[src/rtl/hex_scan_driver.sv]
// Four-digit multiplexed hex driver for a common-anode 7-segment display.
// Frame-aligned shadow register keeps a digit scan from mixing old and new values.
module hex_scan_driver #(
    parameter int REFRESH_DIV = 100000
) (
    input  logic        clk,
    input  logic        rst,
    input  logic [15:0] value,
    input  logic        load,
    input  logic        blank_lz,
    input  logic        en,
    output logic [6:0]  seg,
    output logic [3:0]  an,
    output logic        frame_done
);

    localparam int            PW   = (REFRESH_DIV > 1) ? $clog2(REFRESH_DIV) : 1;
    localparam logic [PW-1:0] LAST = PW'(REFRESH_DIV - 1);

    logic [PW-1:0] presc_q;
    logic [1:0]    scan_idx_q;
    logic [15:0]   pending_q, shadow_q;
    logic [3:0]    an_q;
    logic [6:0]    seg_q;
    logic          frame_done_q;

    logic          tick;
    logic          boundary;
    logic [15:0]   pending_d;
    logic [15:0]   shadow_d;
    logic [15:0]   disp_word;
    logic [3:0]    nibble;
    logic [3:0]    upper_nz;
    logic          blank_dig;
    logic [6:0]    seg_d;

    function automatic logic [6:0] enc(input logic [3:0] n);
        logic [6:0] s;
        case (n)
            4'h0: s = 7'h3F;
            4'h1: s = 7'h06;
            4'h2: s = 7'h5B;
            4'h3: s = 7'h4F;
            4'h4: s = 7'h66;
            4'h5: s = 7'h6D;
            4'h6: s = 7'h7D;
            4'h7: s = 7'h07;
            4'h8: s = 7'h7F;
            4'h9: s = 7'h6F;
            4'hA: s = 7'h77;
            4'hB: s = 7'h7C;
            4'hC: s = 7'h39;
            4'hD: s = 7'h5E;
            4'hE: s = 7'h79;
            default: s = 7'h71;
        endcase
        return s;
    endfunction

    always_comb begin
        tick      = en && (presc_q == LAST);
        boundary  = tick && (scan_idx_q == 2'd0);
        pending_d = load ? value : pending_q;
        // A load landing on the frame-boundary tick bypasses straight into the shadow.
        disp_word = boundary ? pending_d : shadow_q;
        shadow_d  = boundary ? pending_d : shadow_q;

        case (scan_idx_q)
            2'd0:    nibble = disp_word[3:0];
            2'd1:    nibble = disp_word[7:4];
            2'd2:    nibble = disp_word[11:8];
            default: nibble = disp_word[15:12];
        endcase

        // upper_nz[k]: some nibble at position k or above is non-zero; digit 0 always shown.
        upper_nz[3] = |disp_word[15:12];
        upper_nz[2] = upper_nz[3] | (|disp_word[11:8]);
        upper_nz[1] = upper_nz[2] | (|disp_word[7:4]);
        upper_nz[0] = 1'b1;

        blank_dig = blank_lz && !upper_nz[scan_idx_q];
        seg_d     = blank_dig ? 7'h7F : ~enc(nibble);
    end

    always_ff @(posedge clk or posedge rst) begin
        if (rst) begin
            presc_q      <= '0;
            scan_idx_q   <= 2'd0;
            pending_q    <= 16'h0000;
            shadow_q     <= 16'h0000;
            an_q         <= 4'b1111;
            seg_q        <= 7'h7F;
            frame_done_q <= 1'b0;
        end else begin
            pending_q    <= pending_d;
            shadow_q     <= shadow_d;
            frame_done_q <= 1'b0;
            if (!en) begin
                presc_q    <= '0;
                scan_idx_q <= 2'd0;
                an_q       <= 4'b1111;
                seg_q      <= 7'h7F;
            end else begin
                presc_q <= tick ? '0 : presc_q + PW'(1);
                if (tick) begin
                    an_q         <= ~(4'b0001 << scan_idx_q);
                    seg_q        <= seg_d;
                    scan_idx_q   <= scan_idx_q + 2'd1;
                    frame_done_q <= (scan_idx_q == 2'd3);
                end
            end
        end
    end

    assign seg        = seg_q;
    assign an         = an_q;
    assign frame_done = frame_done_q;

endmodule
[config.mk]
export PLATFORM = sky130hd
export DESIGN_NAME = hex_scan_driver
export DESIGN_NICKNAME = d
export VERILOG_FILES = /design/src/rtl/hex_scan_driver.sv
export SDC_FILE = /design/constraint.sdc
export NUM_CORES = 1
export LEC_CHECK = 0
export CAP_MARGIN = 15
export CORE_ASPECT_RATIO = 1.5
export CORE_UTILIZATION = 50
export DETAILED_ROUTE_END_ITERATION = 8
export GPL_TIMING_DRIVEN = 0
export HOLD_SLACK_MARGIN = 0.12
export PLACE_DENSITY = 0.74
export RECOVER_POWER = 50
export REMOVE_ABC_BUFFERS = 1
export SYNTH_ARGS = -nofsm -noshare
export SYNTH_HDL_FRONTEND = slang
export SYNTH_SLANG_ARGS = --single-unit
[constraint.sdc]
create_clock -name clk -period 5.2 [get_ports clk]
set_input_delay 0.52 -clock clk [delete_from_list [all_inputs] [get_ports clk]]
set_output_delay 0.52 -clock clk [all_outputs]
set_load 0.02 [all_outputs]
* Word level (Yosys, flattened, before mapping)
Memories as Yosys holds them, arrays and structs flattened.
Index checks and enable logic that the tools add are counted.
** Word-level totals
- Bits in read-only memories :: 112
- Memories :: 1
- Flip-flop bits (word level) :: 63
- Output and inout bits :: 12
- Word-level logic and storage cells :: 45
- Input port bits :: 21
** Memory list
- (name not given) :: depth 16, width 7, read ports 1, clocked after Yosys merged registers in 0, write ports 0, line 39 : case (n)
** Cells by class
- Bitwise logic cells :: 4
- Shift-type cells :: 1
- Magnitude comparators :: 1
- Add/subtract/negate cells :: 2
- Reduce and logical (&&, ||, !) cells :: 8
- Equality and inequality tests :: 5
- Multiplexer cells :: 16
** Operators with widths (count)
- two-way mux 17 bit :: 2
- two-way mux 16 bit :: 2
- two-way mux 7 bit :: 3
- adder 17 x 1 -> 17 bit, second input constant :: 1
- == test 17 bit, second input constant :: 1
- case mux 4 bit (3 select lines) :: 1
- OR reduction 4 bit :: 3
- two-way mux 4 bit :: 2
- NOT 7 bit :: 1
- == test 2 bit, second input constant :: 2
- two-way mux 2 bit :: 2
- NOT 4 bit :: 1
- left shift 1 x 2 -> 4 bit, first input constant :: 1
- logical AND 1 bit :: 3
- < comparator 2 x 3 -> 1 bit, second input constant :: 1
- two-way mux 1 bit :: 3
- adder 2 x 1 -> 2 bit, second input constant :: 1
- binary-select mux 1 bit (select 2 bit) :: 1
- == test 2 x 1 -> 1 bit, second input constant :: 1
- logical NOT 2 bit :: 1
- != test 2 x 1 -> 1 bit, second input constant :: 1
- OR 1 bit :: 2
- logical NOT 1 bit :: 1

* Longest topological paths before layout
- Depth after elaboration :: 14
- Gate-level depth with buffers :: 14
- Depth with buffers taken out :: 12

* Least setup slack after synthesis
No wires, ideal clock.
- Path type :: reg2reg
- From :: register presc_q[0]
- To :: register seg_q[5] (netlist: seg[5])
- Arrival :: 2.931 ns
- Stages on the path, launching flop included :: 12
- Slack :: 2.185 ns
- Cells stage by stage :: dfrtp_1 -> ha_1 -> and4_1 -> nand4_2 -> nor2_1 -> mux2_2 -> a21o_1 -> o32a_1 -> ha_1 -> mux2i_1 -> nor2_1 -> o32a_1
** RTL lines
- start, declared :: line 20 : logic [PW-1:0] presc_q;
- start signal, assigned :: line 104 : presc_q <= tick ? '0 : presc_q + PW'(1);
- == test 17 bit (*) :: line 61 : tick = en && (presc_q == LAST);
- logical AND 1 bit (*) :: line 61
- logical AND 1 bit (*) :: line 62 : boundary = tick && (scan_idx_q == 2'd0);
- two-way mux 16 bit (*)
- named net disp_word[5] :: line 31 : logic [15:0] disp_word;
- parallel branches: the longest is 6 deep, another holds memory read (16 x 7 bit)
- two-way mux 7 bit (*) :: line 82 : seg_d = blank_dig ? 7'h7F : ~enc(nibble);
- two-way mux 7 bit (*) :: line 105 : if (tick) begin
- two-way mux 7 bit (*) :: line 98 : if (!en) begin
- end signal, assigned :: line 107 : seg_q <= seg_d;
- end, declared :: line 24 : logic [6:0] seg_q;
Mark *: on every way through the listed nets, which the timed path passes. The select of a mux whose other input is x is not followed.
A chain may end at the register's enable or synchronous reset.

* Worst setup path after layout
- From :: input port en
- To :: register seg_q[3] (netlist: seg[3])
** RTL lines
- start, declared :: line 11 : input logic en,
- logical AND 1 bit (*) :: line 61
- logical AND 1 bit (*) :: line 62
- two-way mux 16 bit (*)
- named net disp_word[5] :: line 31
- parallel branches: the longest is 6 deep, another holds memory read (16 x 7 bit)
- two-way mux 7 bit (*) :: line 82
- two-way mux 7 bit (*) :: line 105
- two-way mux 7 bit (*) :: line 98
Marks and branches as above.

==> flow_summary.ini <==
[placement]
gp_congestion = 0.853
dp_hpwl_um = 5040
port_buffers = 32

[global_routing]
grt_first_pass_wirelength_um = 12100
overflow = 0
grt_max_degree = 35
grt_util_all_layers_pct = 24.6
grt_pass1_vias = 2511
antenna_found_initial = 0

[power_and_ir_drop]
comb_power_share_pct = 5.9
power_density_nw_per_um2 = 274
intPower_mw = 0.801
leakage_nw = 1.76
switchingPower_mw = 0.249
p_sw_share_pct = 23.7
seq_power_share_pct = 48.5
clockPowerShare_pct = 45.6
p_total_mw = 1.05
ir_worst_vdd_mv = 0.207

[yosys]
yosysSeqAreaShare_pct = 48.6
ys_ff_latch = 63
netlist_area_um2 = 3270
postSynthAreaPerCell_um2 = 10.6
synth_common_cells = dfrtp_1, nor2_1, nand2_1, mux2_2, nand3_1
yosys.area.top_type = dfrtp_1
synth_area_leaders = dfrtp_1, dfstp_2, mux2_2
synth.most_common_cell = dfrtp_1
synth_top_area_share_pct = 39.8
postSynthCellCount = 310
synth_ff_type = dfrtp_1
synth_cell_type_count = 48
synthArstFlopShare_pct = 100
synth_edf_count = 0
yosysWarnings = 0

[detailed_routing]
dr.pass1.iters = 4
via_count = 2420
antenna_left = 0
drc = 0
wl_per_cell_um = 17.1
routed_via_density = 5.76
drtIter0Drc = 158
finalWirelength_um = 7170

[min_path]
min_from = presc_q[0]
hp-class = reg -> reg

[floorplanning]
ios = 33
initial_core_util_pct = 52.6
die_w_um = 68.1
dieArea_um2 = 6880
rows = 35
coreArea_um2 = 6220
fp.dieH_um = 101

[sta]
hold_violations = 0
maxSlewViolCount = 35
fin_setup_tns_ps = 0
setup_viol = 0
fin_crit_sh_pct = 84.8
max_slew_margin_pct = -21.7
rsz0062_at_grt = no
timing.fmax_mhz = 227
skew_ps = 10.3
period_needed_ps = 4410
tightest_slew_ps = 1830

[critical_path]
start_kind = input pin
critPathRequiredTime_ps = 5480
critPathBufInv = 1
cp_cell_sequence = dlygate4sd3_1, nand2_1, nor2_1, mux2_2, a21o_1, o32a_1, ha_1, mux2_2, o22ai_1, a21oi_1
critPathMaxStageDelay_ps = 930
cp_max_fo = 16
path_common_cell = mux2_2
crit_slowest_cell = nor2_1
setup.worst_path.start = en
crit_arrival_ps = 4690
cp-end-kind = flop
reg2reg_from = presc_q[0]
cpLargestDelayFamily = simple AND/OR/NAND/NOR gates
crit_type = in -> reg

[outcome]
violations = capacitance limit, slew limit
status = complete, but fails checks

[cts]
numCtsBuffers = 9
cts.repair.resized = 0
insertion_delay_ps = 360
cts-htree-levels = 3
cts_tree = done
clock-root-buffer = clkbuf_8
clock_sinks = 63
clkTransAtPathRegs_ps = 70
post_cts_buffers = 0
holdBufCountCts = 0
cts_max_path_buffers = 2

[run]
maxCapViolCount = 1

[finish]
fillers = 524
area_growth_pct = 17.2
drive_above_1_share_pct = 14.7
finalNetCount = 374
num_antenna_cells = 0
-- cell families (layout without fill, tap and decap cells) --
group                      Yosys count  in the layout  share of synthesized area, %
AOI/OAI and AO/OA                   56             56                          13.8
xor gates and xnor gates            15             15                          4.01
adders and majority gates           12             12                          4.59
buffers and inverters               27             63                          3.90
DFF                                 63             63                          48.6
muxes                               21             21                          7.00
and+or+nand+nor                    116            116                          18.2
-- state kept, by name, summed over array words and instances (netlist names) --
name / count
scan_idx_q: 2
an: 4
frame_done: 1
seg: 7
shadow_q: 16
presc_q: 17
pending_q: 16
-- metal layers --
metal	part of all wire [%]	GRT usage, %
met1	41	28.6
met2	53	40.3
met3	2.9	6.67
met4	3.8	12.7
met5	0	0
-- worst register-to-register path: cells and delay by family, from the launching register on --
family | cells | cell delay, ps
mux | 2 | 710
flops | 1 | 390
simple gates | 3 | 1720
compound gates | 4 | 890
fa+ha+maj | 2 | 520
-- final cells by class --
type | instances | area, um2 | area share (%)
clock buffer | 9 | 124 | 3.23
clock inverter | 7 | 97.6 | 2.54
inverter | 13 | 48.8 | 1.27
multi-input combinational | 220 | 1550 | 40.5
sequential | 63 | 1590 | 41.5
tap | 74 | 92.6 | 2.41
timing repair buffer | 34 | 329 | 8.58
-- placed cells by master, fill, tap and decap left out, drive strengths merged, types with 2 or more instances in the layout --
master         netlist  layout
and4                 2       2
a21boi               2       2
mux2i                6       6
o22ai                3       3
ha                  12      12
inv                 13      13
nor3                 6       6
xnor2                3       3
clkbuf               7      10
o31ai                6       6
or2b                 2       2
dlygate4sd3          0       3
o21a                 3       3
dfrtp               52      52
o32a                 5       5
o41ai                2       2
a21oi               10      10
mux2                15      15
and2                 6       6
xor2                12      12
bufinv               0       2
or3                  5       5
clkdlybuf4s50        0      29
dfstp               11      11
nand2               30      30
clkinv               0       3
or4                  2       2
clkinvlp             0       2
nor4                 5       5
nor2                31      31
o21ai               11      11
nand3               15      15
and3                 6       6
nand4                3       3
o211ai               2       2
o211a                7       7
-- final timing paths --
check | end | slack (ps) | cells after the start
max | seg[3] | 790 | 10
max in group asynchronous | shadow_q[7] | 2080 | 3
min reg2reg | presc_q[0] | 490 | 1
min | presc_q[0] | 490 | 1
min in group asynchronous | shadow_q[11] | 880 | 2
max reg2reg | seg[3] | 900 | 11
-- stage by stage --
stage	instance area [um2]	setup slack, ps	cells	utilization [%]	hold slack, ps
6_report	3830	792	420	61.7	489
5_1_grt	3830	543	420	61.7	510
4_1_cts	3850	902	420	62.0	488
3_5_place_dp	3630	585	404	58.4	474
3_3_place_gp	3610	603	402	58.0	466
2_1_floorplan	3190	1710	296	-	451
-- power by group through the flow --
stage,logic (mW),registers (mW),clock network (mW)
3_5_place_dp,0.0658,0.518,0
3_3_place_gp,0.0626,0.518,0
5_1_grt,0.0693,0.511,0.509
6_report,0.0622,0.509,0.479
4_1_cts,0.0659,0.509,0.484
2_1_floorplan,0.0330,0.517,0
Note: power is estimated with default switching activity, not from simulation.
